**src/rtl/clock_set_ctrl_pkg.sv**
```systemverilog
// Shared definitions for the clock-setting controller.
// Holds the FSM state type, the BCD time record, the 12:00 reset value,
// the hour/minute limits and the BCD increment helpers.
package clock_set_ctrl_pkg;

  typedef enum logic [1:0] {
    StRun    = 2'd0,
    StSetHr  = 2'd1,
    StSetMin = 2'd2,
    StCommit = 2'd3
  } state_e;

  typedef struct packed {
    logic [3:0] hr_hi;
    logic [3:0] hr_lo;
    logic [3:0] min_hi;
    logic [3:0] min_lo;
  } bcd_time_t;

  localparam bcd_time_t ResetTime = '{hr_hi: 4'd1, hr_lo: 4'd2, min_hi: 4'd0, min_lo: 4'd0};

  localparam logic [3:0] HrMaxHi  = 4'd1;
  localparam logic [3:0] HrMaxLo  = 4'd2;
  localparam logic [3:0] HrMinHi  = 4'd0;
  localparam logic [3:0] HrMinLo  = 4'd1;
  localparam logic [3:0] MinMaxHi = 4'd5;
  localparam logic [3:0] MinMaxLo = 4'd9;
  localparam logic [3:0] DigitMax = 4'd9;

  // Hours run 1..12; 12 wraps to 01, x9 carries into the tens digit.
  function automatic bcd_time_t inc_hours(input bcd_time_t t);
    bcd_time_t r;
    r = t;
    if (t.hr_hi == HrMaxHi && t.hr_lo == HrMaxLo) begin
      r.hr_hi = HrMinHi;
      r.hr_lo = HrMinLo;
    end else if (t.hr_lo == DigitMax) begin
      r.hr_hi = t.hr_hi + 4'd1;
      r.hr_lo = 4'd0;
    end else begin
      r.hr_lo = t.hr_lo + 4'd1;
    end
    return r;
  endfunction

  // Minutes run 00..59; hours are never touched.
  function automatic bcd_time_t inc_minutes(input bcd_time_t t);
    bcd_time_t r;
    r = t;
    if (t.min_lo == MinMaxLo) begin
      r.min_lo = 4'd0;
      r.min_hi = (t.min_hi == MinMaxHi) ? 4'd0 : t.min_hi + 4'd1;
    end else begin
      r.min_lo = t.min_lo + 4'd1;
    end
    return r;
  endfunction

endpackage

```
**src/rtl/btn_sync_edge.sv**
```systemverilog
// Button conditioner: 2-flop synchronizer followed by a registered rising-edge
// detector. A clean rise on btn_i gives a single-cycle pulse_o three cycles later.
// A button already held when reset is released produces no pulse until it has
// been seen released.
// Ports: clk_i, rst_ni (async active-low), btn_i (raw, async), pulse_o (1-cycle press).
module btn_sync_edge (
  input  logic clk_i,
  input  logic rst_ni,
  input  logic btn_i,
  output logic pulse_o
);

  logic       sync1_q, sync1_d;
  logic       sync2_q, sync2_d;
  logic       prev_q, prev_d;
  logic       pulse_q, pulse_d;
  logic [1:0] fill_q, fill_d;
  logic       armed_q, armed_d;

  always_comb begin
    sync1_d = btn_i;
    sync2_d = sync1_q;
    prev_d  = sync2_q;
    // fill_q tracks how many real samples the chain holds since reset.
    fill_d  = (fill_q == 2'd2) ? fill_q : fill_q + 2'd1;
    // Arm only once a genuine released level has passed through the chain.
    armed_d = armed_q | ((fill_q == 2'd2) & ~sync2_q);
    pulse_d = armed_q & sync2_q & ~prev_q;
  end

  always_ff @(posedge clk_i or negedge rst_ni) begin
    if (!rst_ni) begin
      sync1_q <= 1'b0;
      sync2_q <= 1'b0;
      prev_q  <= 1'b0;
      pulse_q <= 1'b0;
      fill_q  <= 2'd0;
      armed_q <= 1'b0;
    end else begin
      sync1_q <= sync1_d;
      sync2_q <= sync2_d;
      prev_q  <= prev_d;
      pulse_q <= pulse_d;
      fill_q  <= fill_d;
      armed_q <= armed_d;
    end
  end

  assign pulse_o = pulse_q;

endmodule

```
**src/rtl/clock_set_ctrl.sv**
```systemverilog
// Clock-setting controller. Two buttons (mode, inc) walk through
// RUN -> SET_HR -> SET_MIN -> COMMIT, editing a BCD hh:mm buffer and loading it
// into the clock datapath with an active-low strobe held for LOAD_CYC cycles.
// Edits abort back to RUN after TIMEOUT_CYC cycles without a press.
// Ports: clk_i, rst_ni (async active-low), mode_btn_i, inc_btn_i (raw buttons),
//        hr_hi_o/hr_lo_o/min_hi_o/min_lo_o (BCD value), ld_n_o (load strobe),
//        edit_hr_o/edit_min_o (field being edited). All outputs registered.
module clock_set_ctrl
  import clock_set_ctrl_pkg::*;
#(
  parameter int unsigned TIMEOUT_CYC = 20,
  parameter int unsigned LOAD_CYC    = 2
) (
  input  logic       clk_i,
  input  logic       rst_ni,
  input  logic       mode_btn_i,
  input  logic       inc_btn_i,
  output logic [3:0] hr_hi_o,
  output logic [3:0] hr_lo_o,
  output logic [3:0] min_hi_o,
  output logic [3:0] min_lo_o,
  output logic       ld_n_o,
  output logic       edit_hr_o,
  output logic       edit_min_o
);

  localparam int unsigned IdleW = (TIMEOUT_CYC > 1) ? $clog2(TIMEOUT_CYC + 1) : 1;
  localparam int unsigned LdW   = (LOAD_CYC > 1) ? $clog2(LOAD_CYC + 1) : 1;
  localparam logic [IdleW-1:0] IdleLast = IdleW'(TIMEOUT_CYC - 1);
  localparam logic [LdW-1:0]   LdLast   = LdW'(LOAD_CYC - 1);

  logic mode_p, inc_p;

  btn_sync_edge u_mode_sync (
    .clk_i   (clk_i),
    .rst_ni  (rst_ni),
    .btn_i   (mode_btn_i),
    .pulse_o (mode_p)
  );

  btn_sync_edge u_inc_sync (
    .clk_i   (clk_i),
    .rst_ni  (rst_ni),
    .btn_i   (inc_btn_i),
    .pulse_o (inc_p)
  );

  state_e           state_q, state_d;
  bcd_time_t        com_q, com_d;
  bcd_time_t        edit_q, edit_d;
  bcd_time_t        disp_q, disp_d;
  logic [IdleW-1:0] idle_q, idle_d;
  logic [LdW-1:0]   ld_cnt_q, ld_cnt_d;
  logic             ld_n_q, ld_n_d;
  logic             edit_hr_q, edit_hr_d;
  logic             edit_min_q, edit_min_d;

  always_comb begin
    state_d  = state_q;
    com_d    = com_q;
    edit_d   = edit_q;
    idle_d   = idle_q;
    ld_cnt_d = ld_cnt_q;
    ld_n_d   = 1'b1;

    unique case (state_q)
      StRun: begin
        if (mode_p) begin
          state_d = StSetHr;
          edit_d  = com_q;
          idle_d  = '0;
        end
      end
      StSetHr: begin
        // mode is checked first so a coincident inc is dropped.
        if (mode_p) begin
          state_d = StSetMin;
          idle_d  = '0;
        end else if (inc_p) begin
          edit_d = inc_hours(edit_q);
          idle_d = '0;
        end else if (idle_q == IdleLast) begin
          state_d = StRun;
          edit_d  = com_q;
        end else begin
          idle_d = idle_q + 1'b1;
        end
      end
      StSetMin: begin
        if (mode_p) begin
          state_d  = StCommit;
          com_d    = edit_q;
          ld_cnt_d = '0;
          ld_n_d   = 1'b0;
        end else if (inc_p) begin
          edit_d = inc_minutes(edit_q);
          idle_d = '0;
        end else if (idle_q == IdleLast) begin
          state_d = StRun;
          edit_d  = com_q;
        end else begin
          idle_d = idle_q + 1'b1;
        end
      end
      StCommit: begin
        // Strobe went low on entry; keep it low until LOAD_CYC cycles have elapsed.
        if (ld_cnt_q == LdLast) begin
          state_d = StRun;
        end else begin
          ld_cnt_d = ld_cnt_q + 1'b1;
          ld_n_d   = 1'b0;
        end
      end
      default: state_d = StRun;
    endcase

    edit_hr_d  = (state_d == StSetHr);
    edit_min_d = (state_d == StSetMin);
    disp_d     = (state_d == StSetHr || state_d == StSetMin) ? edit_d : com_d;
  end

  always_ff @(posedge clk_i or negedge rst_ni) begin
    if (!rst_ni) begin
      state_q    <= StRun;
      com_q      <= ResetTime;
      edit_q     <= ResetTime;
      disp_q     <= ResetTime;
      idle_q     <= '0;
      ld_cnt_q   <= '0;
      ld_n_q     <= 1'b1;
      edit_hr_q  <= 1'b0;
      edit_min_q <= 1'b0;
    end else begin
      state_q    <= state_d;
      com_q      <= com_d;
      edit_q     <= edit_d;
      disp_q     <= disp_d;
      idle_q     <= idle_d;
      ld_cnt_q   <= ld_cnt_d;
      ld_n_q     <= ld_n_d;
      edit_hr_q  <= edit_hr_d;
      edit_min_q <= edit_min_d;
    end
  end

  assign hr_hi_o    = disp_q.hr_hi;
  assign hr_lo_o    = disp_q.hr_lo;
  assign min_hi_o   = disp_q.min_hi;
  assign min_lo_o   = disp_q.min_lo;
  assign ld_n_o     = ld_n_q;
  assign edit_hr_o  = edit_hr_q;
  assign edit_min_o = edit_min_q;

endmodule

```
**config.mk**
```make
export PLATFORM = sky130hd
export DESIGN_NAME = clock_set_ctrl
export DESIGN_NICKNAME = d
export VERILOG_FILES = /design/src/rtl/clock_set_ctrl_pkg.sv /design/src/rtl/btn_sync_edge.sv /design/src/rtl/clock_set_ctrl.sv
export SDC_FILE = /design/constraint.sdc
export NUM_CORES = 1
export LEC_CHECK = 0
export CAP_MARGIN = 20
export CORE_ASPECT_RATIO = 1.75
export CORE_UTILIZATION = 30
export CTS_CLUSTER_DIAMETER = 50
export DETAILED_ROUTE_END_ITERATION = 10
export HOLD_SLACK_MARGIN = 0.12
export SYNTH_ARGS = -nofsm -noshare
export SYNTH_HDL_FRONTEND = slang
export SYNTH_HIERARCHICAL = 1
export SYNTH_SLANG_ARGS = --single-unit
```
**constraint.sdc**
```tcl
create_clock -name clk_i -period 3.1 [get_ports clk_i]
set_input_delay 0.93 -clock clk_i [delete_from_list [all_inputs] [get_ports clk_i]]
set_output_delay 0.93 -clock clk_i [all_outputs]
set_load 0.02 [all_outputs]
```
; Yosys cells after proc, flatten, opt, wreduce, memory -nomap -nowiden
; Index checks and enable logic that the tools add are counted.
[word_totals]
ff_bits = 74
inputBits = 4
output_inout_bits = 19
word_cells = 110
[op_classes]
addsub = 8
n_eq_ne = 18
n_mux = 35
n_bitwise = 12
n_reduce_logical = 7
[op_table]
columns = cell, n
row1 = 16-bit two-way mux, 9
row2 = 16-bit one-hot mux with 3 select lines, 1
row3 = 5-bit two-way mux, 5
row4 = 4-bit two-way mux, 5
row5 = 4-bit by 1-bit adder with 4-bit output (second input constant), 4
row6 = 2-bit two-way mux, 8
row7 = 5-bit one-hot mux with 3 select lines, 1
row8 = 2-bit == test (second input constant), 5
row9 = 4-bit == test (second input constant), 2
row10 = 8-bit two-way mux, 1
row11 = 2-bit one-hot mux with 4 select lines, 1
row12 = 2-bit by 1-bit adder with 2-bit output (second input constant), 3
row13 = 1-bit bitwise AND, 6
row14 = 2-bit by 1-bit == test with 1-bit output (second input constant), 3
row15 = 3-bit AND reduction, 2
row16 = 5-bit by 1-bit adder with 5-bit output (second input constant), 1
row17 = 5-bit == test (second input constant), 1
row18 = 4-bit by 1-bit == test with 1-bit output (second input constant), 1
row19 = 4-bit by 2-bit == test with 1-bit output (second input constant), 1
row20 = 4-bit by 3-bit == test with 1-bit output (second input constant), 1
row21 = 2-bit by 1-bit inequality test with 1-bit output (second input constant), 2
row22 = 2-bit inequality test (second input constant), 2
row23 = 1-bit NOT, 4
row24 = 2-bit one-hot mux with 2 select lines, 1
row25 = 8 further kinds, 10

; Depth between registers and ports, before layout
; Gate-level depths: netlist of run 1.
[depth]
ltp_word = 8
mapped_depth = 13

; Hierarchy
; Netlist of run 1, hierarchy kept.
[modules_own_cells]
columns = mod, n_inst, cells_per_inst, area_each_um2, seq_area_each_um2
row1 = clock_set_ctrl, 1, 436, 3911.3, 1510.2
row2 = btn_sync_edge, 2, 16, 232.7, 175.2

; Worst setup path after synthesis of run 1
; Ideal clock, no wire load.
[synth_path]
path_type = register -> register
from = register state_q[0]
to = register disp_q, in the netlist min_hi_o[0]
arrival_time_ps = 2588
required_time_ps = 2974
slack_ps = 386
path_stages_with_launch = 13
path_buffers = 3
path_cell_list = dfrtp_1 > inv_1 > ha_1 > buf_2 > buf_2 > buf_2 > nor2_1 > o21ai_0 > nand2_1 > ha_1 > mux2i_1 > inv_1 > a221o_1
[synth_rtl]
columns = item, line
row1 = from (decl), clock_set_ctrl.sv:48  ; state_e state_q, state_d;
row2 = from (signal assigned), clock_set_ctrl.sv:124  ; state_q <= StRun;
row3 = from (signal assigned), clock_set_ctrl.sv:134  ; state_q <= state_d;
row4 = to (signal assigned), clock_set_ctrl.sv:127  ; disp_q <= ResetTime;
row5 = to (signal assigned), clock_set_ctrl.sv:137  ; disp_q <= disp_d;
row6 = to (decl), clock_set_ctrl.sv:51  ; bcd_time_t disp_q, disp_d;

==> results.cfg, run 1 <==
[critical_path]
end_kind = register
worstPathMaxFanout = 13
regToRegEndpoint = min_hi_o[0]$_DFF_PN0_
startpoint_type = register
reg2reg_slack_ps = 220
cp_common_cell = inv_1
slowest_delay_ps = 560
critical_path_required_ps = 3320
cp_cell_sequence = inv_1 -> ha_1 -> buf_4 -> inv_1 -> nand2_1 -> a22o_1 -> ha_1 -> mux2i_1 -> inv_1 -> a221o_1
r2r_start = state_q[0]$_DFF_PN0_
crit_slowest_cell = ha_1
arrival_ps = 3100
path_class = reg -> reg
reg2regPathDepth = 10

[cells_and_area]
syn2layout_area_growth_pct = 17.1
diodes = 0
layout_common_cells = 67 x dfrtp_1, 41 x nand2_1, 34 x o21ai_0
drive_above_1_share = 0.146
postLayoutCoreUtil = 0.358
final_common_cell = dfrtp_1
nets = 507

[pwr]
p_int_mw = 2.68
p_comb_frac = 0.441
switching_share = 0.423
power.switching_mw = 1.96
seq_power_share = 0.344
p_leak_nw = 2.19
power_frac_clock = 0.215
power_density_mw_per_mm2 = 906
ir_worst_vdd_uv = 311

[die]
rows = 58
io_pins = 23
fp.dieW_um = 93.3
start_util = 0.306
dieArea_sq_mm = 0.0151
core_area_sq_mm = 0.0143
fp.dieH_um = 162

[grt]
grt_pass1_vias = 3862
gr-usage-all-layers = 0.176
overflow = 0
grt_antenna_before_repair = 0
grt_start_max_net_pins = 75
grt_pass1_wl_um = 20300

[cts]
holdBufCountCts = 0
insertion_delay_ps = 340
h-tree-depth = 3
clkTransAtPathRegs_ps = 70
cts_resized = 0
cts_num_sinks = 74
cts_buffers = 9
clockRootBuffer = clkbuf_16
cts_tree = yes
cts_setup_buffers = 0
clockBufferDepth = 2

[timing]
setup_tns_ps = 0
hold_viol = 0
worstMarginPinSlew_ps = 937
fmax_ghz = 0.347
rsz0062_at_grt = no
finClkSkew_ps = 7.94
maxSlewViolCount = 0
relSlewSlack = 0.375
setup_viol = 0
period_needed_ps = 2880
fin_crit_sh = 0.930

[synthesis]
ys.flop_type = dfrtp_1
ys_warn_count = 6
syn_inst = 468
synth_edf_count = 0
async_flop_share = 1.00
avgSynthCellArea_sq_um = 9.35
syn_nets = 488
yosysSeqAreaShare = 0.425
syn-cell-area_sq_mm = 0.00438
synth_seq_cells = 74
synth_cell_type_count = 66

[min_path]
worstHoldPathCells = 0
worstHoldEndpoint = u_inc_sync/prev_d$_DFF_PN0_
hold_path.class = reg -> reg
worstHoldStart = u_inc_sync/sync1_q$_DFF_PN0_

[run]
maxCapViolCount = 0

[routing]
drt_iter0_drc = 348
drt_pass1_iterations = 10
wl_per_cell_um = 18.7
vias = 3800
routed_wl_um = 12500
viasPerCell = 5.65
ant_nets = 0
drcViolationCount = 2

[placement]
port_buffers = 22
hpwl_um = 8930
gp_congestion = 0.869

[status]
failed_checks = DRC
status = finished, violations left
## Yosys cell counts (5+ instances only)
| cell type | n | area (sq um) |
|---|---|---|
| inv_1 | 25 | 93.8 |
| dfrtp_1 | 67 | 1680 |
| a221oi_1 | 6 | 52.6 |
| nor2b_1 | 8 | 50.1 |
| o22ai_1 | 8 | 50.1 |
| dfstp_2 | 7 | 184 |
| a221o_1 | 6 | 60.1 |
| a21o_1 | 5 | 37.5 |
| a21oi_1 | 26 | 130 |
| a22o_1 | 5 | 43.8 |
| nor3_1 | 6 | 30.0 |
| nand2_1 | 41 | 154 |
| nor2_1 | 33 | 124 |
| o21ai_0 | 34 | 170 |
| o31ai_1 | 7 | 52.6 |
| o211ai_1 | 6 | 45.0 |
| clkbuf_1 | 25 | 93.8 |
| mux2i_1 | 13 | 130 |
| ha_1 | 16 | 200 |
| mux2_2 | 16 | 180 |
| nand3_1 | 9 | 45.0 |
| buf_2 | 8 | 40.0 |
| a31oi_1 | 9 | 56.3 |
## routing by layer
layer,up-vias,GRT usage,part of all wire
met3,47,0.0281,0.043
met1,1856,0.186,0.38
met5,-,0,0
met4,0,0.128,0.057
li1,1752,-,-
met2,145,0.309,0.52
## area by class of cell
| cell class | count | area (sq um) |
|---|---|---|
| fillers | 1428 | 9170 |
| multi-input cells | 333 | 2280 |
| flip-flops and latches | 74 | 1860 |
| repair buffers | 44 | 383 |
| clock buffers | 9 | 225 |
| well taps | 180 | 225 |
| inverters | 25 | 93.8 |
| clock inverters | 7 | 61.3 |
## through the flow
step                      total power [mW]  hold WS [ps]  worst slack (ps)  cells  cell area (sq um)
after floorplan                       2.92           331               386    468               4380
after global placement                3.59           336               362    656               4840
after detailed placement              3.63           336               304    656               4840
after CTS                             4.65           351               278    672               5120
after global routing                  4.97           355              66.8    672               5120
final                                 4.65           350               218    672               5120
## worst max-delay path: cells and delay by family, from the launching register on
kind	cells	cell delay (ps)
muxes	1	280
DFF	1	440
adders and majority gates	2	820
AOI/OAI and AO/OA	2	620
buffers and inverters	4	510
and+or+nand+nor	1	80
## state kept, by name, summed over array words and instances, names as in the netlist, 2 cells and up
| name | count |
|---|---|
| com_q | 16 |
| edit_q | 16 |
| idle_q | 5 |
| hr_hi_o | 4 |
| hr_lo_o | 4 |
| min_hi_o | 4 |
| min_lo_o | 4 |
| ld_cnt_q | 2 |
| state_q | 2 |
| u_inc_sync/fill_q | 2 |
| u_mode_sync/fill_q | 2 |
## cell families after synthesis
group	after synthesis	synth area share
adder cells (fa/ha/maj)	16	0.0457
AND/OR/NAND/NOR	130	0.150
XOR/XNOR	5	0.0100
flip-flops	74	0.425
buffers and inverters	61	0.0563
AO/OA/AOI/OAI	152	0.238
multiplexers	30	0.0743
## power groups by stage
stage                     combinational [mW]  clock [mW]  sequential, mW
after floorplan                         1.39           0            1.53
after global placement                  2.00           0            1.59
after detailed placement                2.03           0            1.60
after CTS                               2.05        1.02            1.59
after global routing                    2.27        1.06            1.63
final                                   2.05       0.998            1.60
## worst max-delay path by stage
stage,slack (ps),depth (start not counted),start,end
floorplan,390,12,state_q[0]$_DFF_PN0_,min_hi_o[0]$_DFF_PN0_
global placement,360,9,state_q[0]$_DFF_PN0_,min_hi_o[0]$_DFF_PN0_
detailed placement,300,10,state_q[0]$_DFF_PN0_,min_hi_o[0]$_DFF_PN0_
CTS,280,10,state_q[0]$_DFF_PN0_,min_hi_o[0]$_DFF_PN0_
global route,70,10,state_q[0]$_DFF_PN0_,min_hi_o[0]$_DFF_PN0_
finish,220,10,state_q[0]$_DFF_PN0_,min_hi_o[0]$_DFF_PN0_
(Power assumes the default switching activity.)
==> run 2, diff against run 1 <==
--- a/config.mk
+++ b/config.mk
@@ -10,7 +10,6 @@
 export CORE_UTILIZATION = 30
 export CTS_CLUSTER_DIAMETER = 50
 export DETAILED_ROUTE_END_ITERATION = 10
-export HOLD_SLACK_MARGIN = 0.12
 export SYNTH_ARGS = -nofsm -noshare
 export SYNTH_HDL_FRONTEND = slang
 export SYNTH_HIERARCHICAL = 1
==> results of run 2 <==
The final DEF is identical to that of run 1; final timing and power are the same.
